## src/rtl/lcla_word_sequencer_if.sv

```systemverilog
// Operand, adder-slice and result signals of lcla_word_sequencer.
// Defining LCLA_SEQ_OVF_EN adds the signed-overflow flag Ovf_out.
interface lcla_word_sequencer_if #(
    parameter int unsigned WORDS = 4
);
    logic                  Start_in;
    logic [16*WORDS-1:0]   A_in;
    logic [16*WORDS-1:0]   B_in;
    logic                  C_in;
    logic                  Ready_out;
    logic [15:0]           Add_A_out;
    logic [15:0]           Add_B_out;
    logic                  Add_C_out;
    logic [15:0]           Add_S_in;
    logic                  Add_C_in;
    logic [16*WORDS-1:0]   S_out;
    logic                  C_out;
    logic                  Valid_out;
`ifdef LCLA_SEQ_OVF_EN
    logic                  Ovf_out;
`endif

    modport master (
        output Start_in, A_in, B_in, C_in, Add_S_in, Add_C_in,
`ifdef LCLA_SEQ_OVF_EN
        input  Ovf_out,
`endif
        input  Ready_out, Add_A_out, Add_B_out, Add_C_out, S_out, C_out, Valid_out
    );

    modport slave (
        input  Start_in, A_in, B_in, C_in, Add_S_in, Add_C_in,
`ifdef LCLA_SEQ_OVF_EN
        output Ovf_out,
`endif
        output Ready_out, Add_A_out, Add_B_out, Add_C_out, S_out, C_out, Valid_out
    );
endinterface

```

## src/rtl/lcla_word_sequencer.sv

```systemverilog
// Feeds a WORDS x 16-bit add through an external 16-bit adder, one slice per cycle, LSB first.
// Optional feature macro: LCLA_SEQ_OVF_EN (adds signed-overflow output Ovf_out).
module lcla_word_sequencer #(
    parameter int unsigned WORDS = 4
) (
    input  logic                  Clk_in,
    input  logic                  Rst_n_in,
    lcla_word_sequencer_if.slave  bus
);
    localparam int unsigned IdxW = (WORDS > 1) ? $clog2(WORDS) : 1;
    localparam logic [IdxW-1:0] LastIdx = IdxW'(WORDS - 1);

    typedef enum logic [1:0] {StIdle, StRun, StDone} state_e;

    state_e                   state_q, state_d;
    logic [IdxW-1:0]          idx_q, idx_d;
    logic                     carry_q, carry_d;
    logic [WORDS-1:0][15:0]   a_q, a_d;
    logic [WORDS-1:0][15:0]   b_q, b_d;
    logic [WORDS-1:0][15:0]   s_q, s_d;
    logic                     c_q, c_d;
`ifdef LCLA_SEQ_OVF_EN
    logic                     ovf_q, ovf_d;
`endif

    always_comb begin
        state_d = state_q;
        idx_d   = idx_q;
        carry_d = carry_q;
        a_d     = a_q;
        b_d     = b_q;
        s_d     = s_q;
        c_d     = c_q;
`ifdef LCLA_SEQ_OVF_EN
        ovf_d   = ovf_q;
`endif
        unique case (state_q)
            StIdle: begin
                if (bus.Start_in) begin
                    a_d     = bus.A_in;
                    b_d     = bus.B_in;
                    carry_d = bus.C_in;
                    idx_d   = '0;
                    s_d     = '0;
                    c_d     = 1'b0;
`ifdef LCLA_SEQ_OVF_EN
                    ovf_d   = 1'b0;
`endif
                    state_d = StRun;
                end
            end
            StRun: begin
                s_d[idx_q] = bus.Add_S_in;
                carry_d    = bus.Add_C_in;
                if (idx_q == LastIdx) begin
                    c_d     = bus.Add_C_in;
                    idx_d   = '0;
`ifdef LCLA_SEQ_OVF_EN
                    // Top slice's sum MSB is the full-width sum MSB.
                    ovf_d   = (a_q[WORDS-1][15] == b_q[WORDS-1][15]) &&
                              (bus.Add_S_in[15] != a_q[WORDS-1][15]);
`endif
                    state_d = StDone;
                end else begin
                    idx_d = idx_q + 1'b1;
                end
            end
            StDone:  state_d = StIdle;
            default: state_d = StIdle;
        endcase
    end

    always_ff @(posedge Clk_in or negedge Rst_n_in) begin
        if (!Rst_n_in) begin
            state_q <= StIdle;
            idx_q   <= '0;
            carry_q <= 1'b0;
            a_q     <= '0;
            b_q     <= '0;
            s_q     <= '0;
            c_q     <= 1'b0;
`ifdef LCLA_SEQ_OVF_EN
            ovf_q   <= 1'b0;
`endif
        end else begin
            state_q <= state_d;
            idx_q   <= idx_d;
            carry_q <= carry_d;
            a_q     <= a_d;
            b_q     <= b_d;
            s_q     <= s_d;
            c_q     <= c_d;
`ifdef LCLA_SEQ_OVF_EN
            ovf_q   <= ovf_d;
`endif
        end
    end

    always_comb begin
        bus.Add_A_out = '0;
        bus.Add_B_out = '0;
        bus.Add_C_out = 1'b0;
        if (state_q == StRun) begin
            bus.Add_A_out = a_q[idx_q];
            bus.Add_B_out = b_q[idx_q];
            bus.Add_C_out = carry_q;
        end
    end

    assign bus.Ready_out = (state_q == StIdle);
    assign bus.Valid_out = (state_q == StDone);
    assign bus.S_out     = s_q;
    assign bus.C_out     = c_q;
`ifdef LCLA_SEQ_OVF_EN
    assign bus.Ovf_out   = ovf_q;
`endif
endmodule

```

## src/flat_wrapper.sv

```systemverilog
// flat-port wrapper written by rule: the top's interface ports become plain ports
module lcla_word_sequencer_flat 
#(
    parameter int unsigned WORDS = 4
)
  (Clk_in, Rst_n_in, bus_Start_in, bus_A_in, bus_B_in, bus_C_in, bus_Add_S_in, bus_Add_C_in, bus_Ready_out, bus_Add_A_out, bus_Add_B_out, bus_Add_C_out, bus_S_out, bus_C_out, bus_Valid_out);
  lcla_word_sequencer_if #(.WORDS(WORDS)) bus_i ();
  input  logic Clk_in;
  input  logic Rst_n_in;
  input wire logic [$bits(bus_i.Start_in)-1:0] bus_Start_in;
  input wire logic [$bits(bus_i.A_in)-1:0] bus_A_in;
  input wire logic [$bits(bus_i.B_in)-1:0] bus_B_in;
  input wire logic [$bits(bus_i.C_in)-1:0] bus_C_in;
  input wire logic [$bits(bus_i.Add_S_in)-1:0] bus_Add_S_in;
  input wire logic [$bits(bus_i.Add_C_in)-1:0] bus_Add_C_in;
  output wire logic [$bits(bus_i.Ready_out)-1:0] bus_Ready_out;
  output wire logic [$bits(bus_i.Add_A_out)-1:0] bus_Add_A_out;
  output wire logic [$bits(bus_i.Add_B_out)-1:0] bus_Add_B_out;
  output wire logic [$bits(bus_i.Add_C_out)-1:0] bus_Add_C_out;
  output wire logic [$bits(bus_i.S_out)-1:0] bus_S_out;
  output wire logic [$bits(bus_i.C_out)-1:0] bus_C_out;
  output wire logic [$bits(bus_i.Valid_out)-1:0] bus_Valid_out;
  assign bus_i.Start_in = bus_Start_in;
  assign bus_i.A_in = bus_A_in;
  assign bus_i.B_in = bus_B_in;
  assign bus_i.C_in = bus_C_in;
  assign bus_i.Add_S_in = bus_Add_S_in;
  assign bus_i.Add_C_in = bus_Add_C_in;
  assign bus_Ready_out = bus_i.Ready_out;
  assign bus_Add_A_out = bus_i.Add_A_out;
  assign bus_Add_B_out = bus_i.Add_B_out;
  assign bus_Add_C_out = bus_i.Add_C_out;
  assign bus_S_out = bus_i.S_out;
  assign bus_C_out = bus_i.C_out;
  assign bus_Valid_out = bus_i.Valid_out;
  lcla_word_sequencer #(.WORDS(WORDS)) u_core (.Clk_in(Clk_in), .Rst_n_in(Rst_n_in), .bus(bus_i));
endmodule
```

## config.mk

```make
export PLATFORM = sky130hd
export DESIGN_NAME = lcla_word_sequencer_flat
export DESIGN_NICKNAME = d
export VERILOG_FILES = /design/src/rtl/lcla_word_sequencer_if.sv /design/src/rtl/lcla_word_sequencer.sv /design/src/flat_wrapper.sv
export SDC_FILE = /design/constraint.sdc
export NUM_CORES = 1
export LEC_CHECK = 0
export ABC_AREA = 1
export CORE_MARGIN = 1
export CORE_UTILIZATION = 55
export CTS_BUF_LIST = sky130_fd_sc_hd__clkbuf_8
export CTS_CLUSTER_SIZE = 16
export DETAILED_ROUTE_END_ITERATION = 10
export DONT_BUFFER_PORTS = 1
export PLACE_DENSITY = 0.7
export SLEW_MARGIN = 20
export SYNTH_ARGS = -nofsm -noshare
export SYNTH_HDL_FRONTEND = slang
export SYNTH_SLANG_ARGS = --single-unit
```

## constraint.sdc

```tcl
create_clock -name Clk_in -period 3.4 [get_ports Clk_in]
set_input_delay 0.68 -clock Clk_in [delete_from_list [all_inputs] [get_ports Clk_in]]
set_output_delay 0.68 -clock Clk_in [all_outputs]
set_load 0.1 [all_outputs]
```

# Yosys cells after proc, flatten, opt, wreduce, memory -nomap -nowiden
# Index checks and enable logic that the tools add are counted.
dict set report totals {
  reg_bits 198
  in_bits 149
  output_inout_bits 100
  elab_cells 54
}
dict set report op_classes {
  addsub 1
  magnitude_cmp 2
  eq_ne 5
  n_mux 23
  reduce_logical 7
}
# cell n
set ops {}
lappend ops {{$pmux W64 S2} 1}
lappend ops {{$mux W16} 5}
lappend ops {{$bmux W16 S2} 2}
lappend ops {{$bwmux W64} 1}
lappend ops {{$mux W64} 1}
lappend ops {{$demux W16 S2} 1}
lappend ops {{$mux W2} 4}
lappend ops {{$pmux W2 S2} 2}
lappend ops {{$reduce_and A2 Y1} 3}
lappend ops {{$eq A2 B2 Y1 const B} 2}
lappend ops {{$mux W1} 4}
lappend ops {{$pmux W1 S2} 2}
lappend ops {{$lt A2 B3 Y1 const B} 1}
lappend ops {{$reduce_and A3 Y1} 1}
lappend ops {{$add A2 B1 Y2 const B} 1}
lappend ops {{$eq A2 B1 Y1 const B} 1}
lappend ops {{$ge A2 B1 Y1 const B} 1}
lappend ops {{$logic_not A2 Y1} 1}
lappend ops {{$ne A2 B1 Y1 const B} 1}
lappend ops {{$ne A2 B2 Y1 const B} 1}
lappend ops {{$reduce_bool A2 Y1} 1}
lappend ops {{$logic_and A1 B1 Y1} 1}

# Depth between registers and ports, before layout
dict set report depth {
  word_depth 6
  mapped_depth 8
  depth_no_buf 6
}

# Worst setup path before layout
# OpenSTA, ideal clock, no wires.
dict set report synth_path {
  path_kind {register to output}
  start {register u_core.idx_q[1]}
  end {output port bus_Add_A_out[10]}
  t_arrival_ps 2559
  required_ps 2720
  slack_ps 161
  stages_incl_launch_ff 6
  path_buffers 2
  path_cell_list {dfrtp_1 > clkbuf_1 > inv_1 > buf_1 > nand3_1 > a21oi_1}
}
dict set report synth_via {
  elab_chain_len 3
}
# item line_no
set synth_rtl {}
lappend synth_rtl {{from (decl)} lcla_word_sequencer.sv:16} ;# logic [IdxW-1:0] idx_q, idx_d;
lappend synth_rtl {{from (signal assigned)} lcla_word_sequencer.sv:87} ;# idx_q <= idx_d;
lappend synth_rtl {{$bmux W16 S2} lcla_word_sequencer.sv:104} ;# bus.Add_A_out = a_q[idx_q];
lappend synth_rtl {{$mux W16 (implied by the code)} lcla_word_sequencer.sv:104}
lappend synth_rtl {{$mux W16} lcla_word_sequencer.sv:103} ;# if (state_q == StRun) begin
lappend synth_rtl {{to (decl)} flat_wrapper.sv:17} ;# output wire logic [$bits(bus_i.Add_A_out)-1:0] bus_Add_A_out;
# Every way passes these cells. The select of a mux whose other input is x is not followed.

# Final worst setup path
dict set report layout_path {
  start {register u_core.state_q[1]}
  end {output port bus_Add_B_out[13]}
}
dict set report layout_via {
  elab_chain_len 2
}
# item line_no
set layout_rtl {}
lappend layout_rtl {{from (decl)} lcla_word_sequencer.sv:15} ;# state_e state_q, state_d;
lappend layout_rtl {{from (signal assigned)} lcla_word_sequencer.sv:75} ;# state_q <= StIdle;
lappend layout_rtl {{from (signal assigned)} lcla_word_sequencer.sv:86} ;# state_q <= state_d;
lappend layout_rtl {{$eq A2 B1 Y1} lcla_word_sequencer.sv:103}
lappend layout_rtl {{$mux W16} lcla_word_sequencer.sv:103}
lappend layout_rtl {{to (decl)} flat_wrapper.sv:18} ;# output wire logic [$bits(bus_i.Add_B_out)-1:0] bus_Add_B_out;
# Every way passes these cells.

==> impl_metrics.yaml <==
outcome:
  outcome: "finished with violations"
  violations: "hold timing"
global_routing:
  antenna_found_initial: 0
  grt_pass1_vias: 6710
  grt-ovfl-total: 0
  grt_max_degree: 199
  grt_use_total_pct: 26.7
  grt_first_pass_wirelength_mm: 34.1
sta:
  worst_slew_pin_slew_ns: 0.959
  slew_viol_final: 0
  hold_viol_final: 198
  fin_ws_ns: 0.543
  rsz0062_at_grt: "no"
  slew-limit-headroom_pct: 36.1
  skew_ns: 0.00986
  finalSetupTns_ns: 0
  finalCritPeriodShare_pct: 84.0
  fmax_mhz: 350
  hold_ws_ns: -0.0886
  layout_min_cycle_time_ns: 2.86
  setup_viol_count_final: 0
floorplan:
  io_pins: 249
  start_util_pct: 56.0
  core_um2: 15800
  rows: 46
  die-area_um2: 16600
  die_h_um: 129
  dieWidth_um: 129
logic_synthesis:
  syn-num-nets: 1251
  synth_cell_types: 18
  yosysTopAreaCellShare_pct: 55.9
  ys_seq_elements: 198
  ys_warn_count: 0
  synthesis.area_um2: 8870
  syn-instance-count: 1097
  ys_seq_area_share_pct: 55.9
  synth_area_per_cell_um2: 8.08
  ys_top_cells_by_area: "dfrtp_1 (56%), a21oi_1 (9.1%), nand2_1 (8.1%)"
  yosys.area.top_type: "dfrtp_1"
layout:
  synthToLayoutAreaGrowth_pct: 14.1
  fill_cells: 1356
  stdcell_area_um2: 10100
  drive_gt1_share_pct: 11.0
  final_net_count: 1245
  layout_common_cells: "dfrtp_1 (197), nand2_1 (190), nor2_1 (145), inv_1 (137), nand3_1 (133)"
  diodes: 0
  layout_commonest_cell: "dfrtp_1"
route:
  drtIter0Drc: 471
  drc: 0
  vias_per_cell: 5.46
  via_count: 7201
  routed_wl_mm: 21.6
  drtPass1Iterations: 5
  wl_per_cell_um: 16.4
  ant_nets: 0
worst_setup_path:
  critical_path.endpoint_type: "output pin"
  critPathRequiredTime_ns: 2.72
  crit_fanout: 21
  critPathLaunchType: "flip-flop"
  worstPathArrival_ns: 2.18
  reg2reg_setup_slack_ns: 1.11
  critPathKind: "reg2out"
clock_network:
  clk_latency_ns: 0.46
  post_cts_resized: 0
  cts_setup_buffers: 0
  clkTransAtPathRegs_ns: 0.09
  clock_sinks: 198
  cts-root-buf: "clkbuf_8"
  cts_buffers: 17
  cts_tree: "built"
  htree_levels: 4
  cts_buffer_depth: 2
placed_design:
  gp_congestion: 0.785
  port_buffers: 0
  dp_hpwl_mm: 14.2
  pre_cts_slack_ns: 1.03
  place_area_um2: 9730
run:
  cap_violations: 0
worst_hold_path:
  hold_class: "in2async"
[flip-flops by register name, indices dropped and copies added (netlist names)]
name	count
u_core.a_q	64
u_core.b_q	64
u_core.bus.C_out	1
u_core.bus.S_out	64
u_core.carry_q	1
u_core.idx_q	2
u_core.state_q	2
[worst max-delay path, stage by stage, from the launching register on]
cell     delay, ns
dfrtp_1       0.43
inv_1         0.13
nand2_2       0.40
buf_4         0.37
a21oi_2       0.18
buf_12        0.20
[cell usage after synthesis (all sizes together)]
| master | count |
|---|---|
| dfrtp | 198 |
| inv | 139 |
| nor2 | 149 |
| nand3 | 133 |
| nand2 | 194 |
| or2 | 1 |
| a21oi | 161 |
| o21ai | 47 |
| ha | 5 |
| clkbuf | 23 |
| buf | 47 |
[layout make-up]
cell class              count  area (um2)  share of cell area, %
flip-flops and latches    198        4960                   49.0
multi-input cells         690        3220                   31.8
repair buffers             45         763                   7.54
inverters                 139         522                   5.16
well taps                 216         270                   2.67
clock buffers              17         234                   2.31
clock inverters            15         154                   1.52
[metrics by stage]
stage | cells | util (%)
2_1_floorplan | 1097 | -
3_3_place_gp | 1288 | 61.5
3_5_place_dp | 1288 | 61.5
4_1_cts | 1320 | 63.9
5_1_grt | 1320 | 63.9
6_report | 1320 | 63.9
[per-layer routing]
layer	global-route usage (%)	vias up	wire length [um]
met4	10.1	0	392
li1	-	3446	-
met1	35.2	3503	9310
met2	43.3	224	10500
met5	0	-	0
met3	5.90	28	1390
[kinds of logic after synthesis]
kind of cell	synth area share, %
AO/OA/AOI/OAI	11.7
adder cells (fa/ha/maj)	0.705
buffers and inverters	9.40
flip-flops	55.9
AND/OR/NAND/NOR	22.3
[path summary, 6_finish.rpt]
path | depth (start not counted) | from | to
max | 5 | u_core.state_q[1] | bus_Add_B_out[13]
min | 0 | Rst_n_in | u_core.a_q[7]
max reg2reg | 6 | u_core.idx_q[0] | u_core.bus.S_out[58]
min reg2reg | 2 | u_core.carry_q | u_core.carry_q
max in group asynchronous | 0 | Rst_n_in | u_core.idx_q[0]
min in group Clk_in | 2 | bus_Add_S_in[12] | u_core.bus.S_out[28]
Power is not shown: default switching activity piles up to over one toggle a cycle in this logic, so the estimate is an artifact.
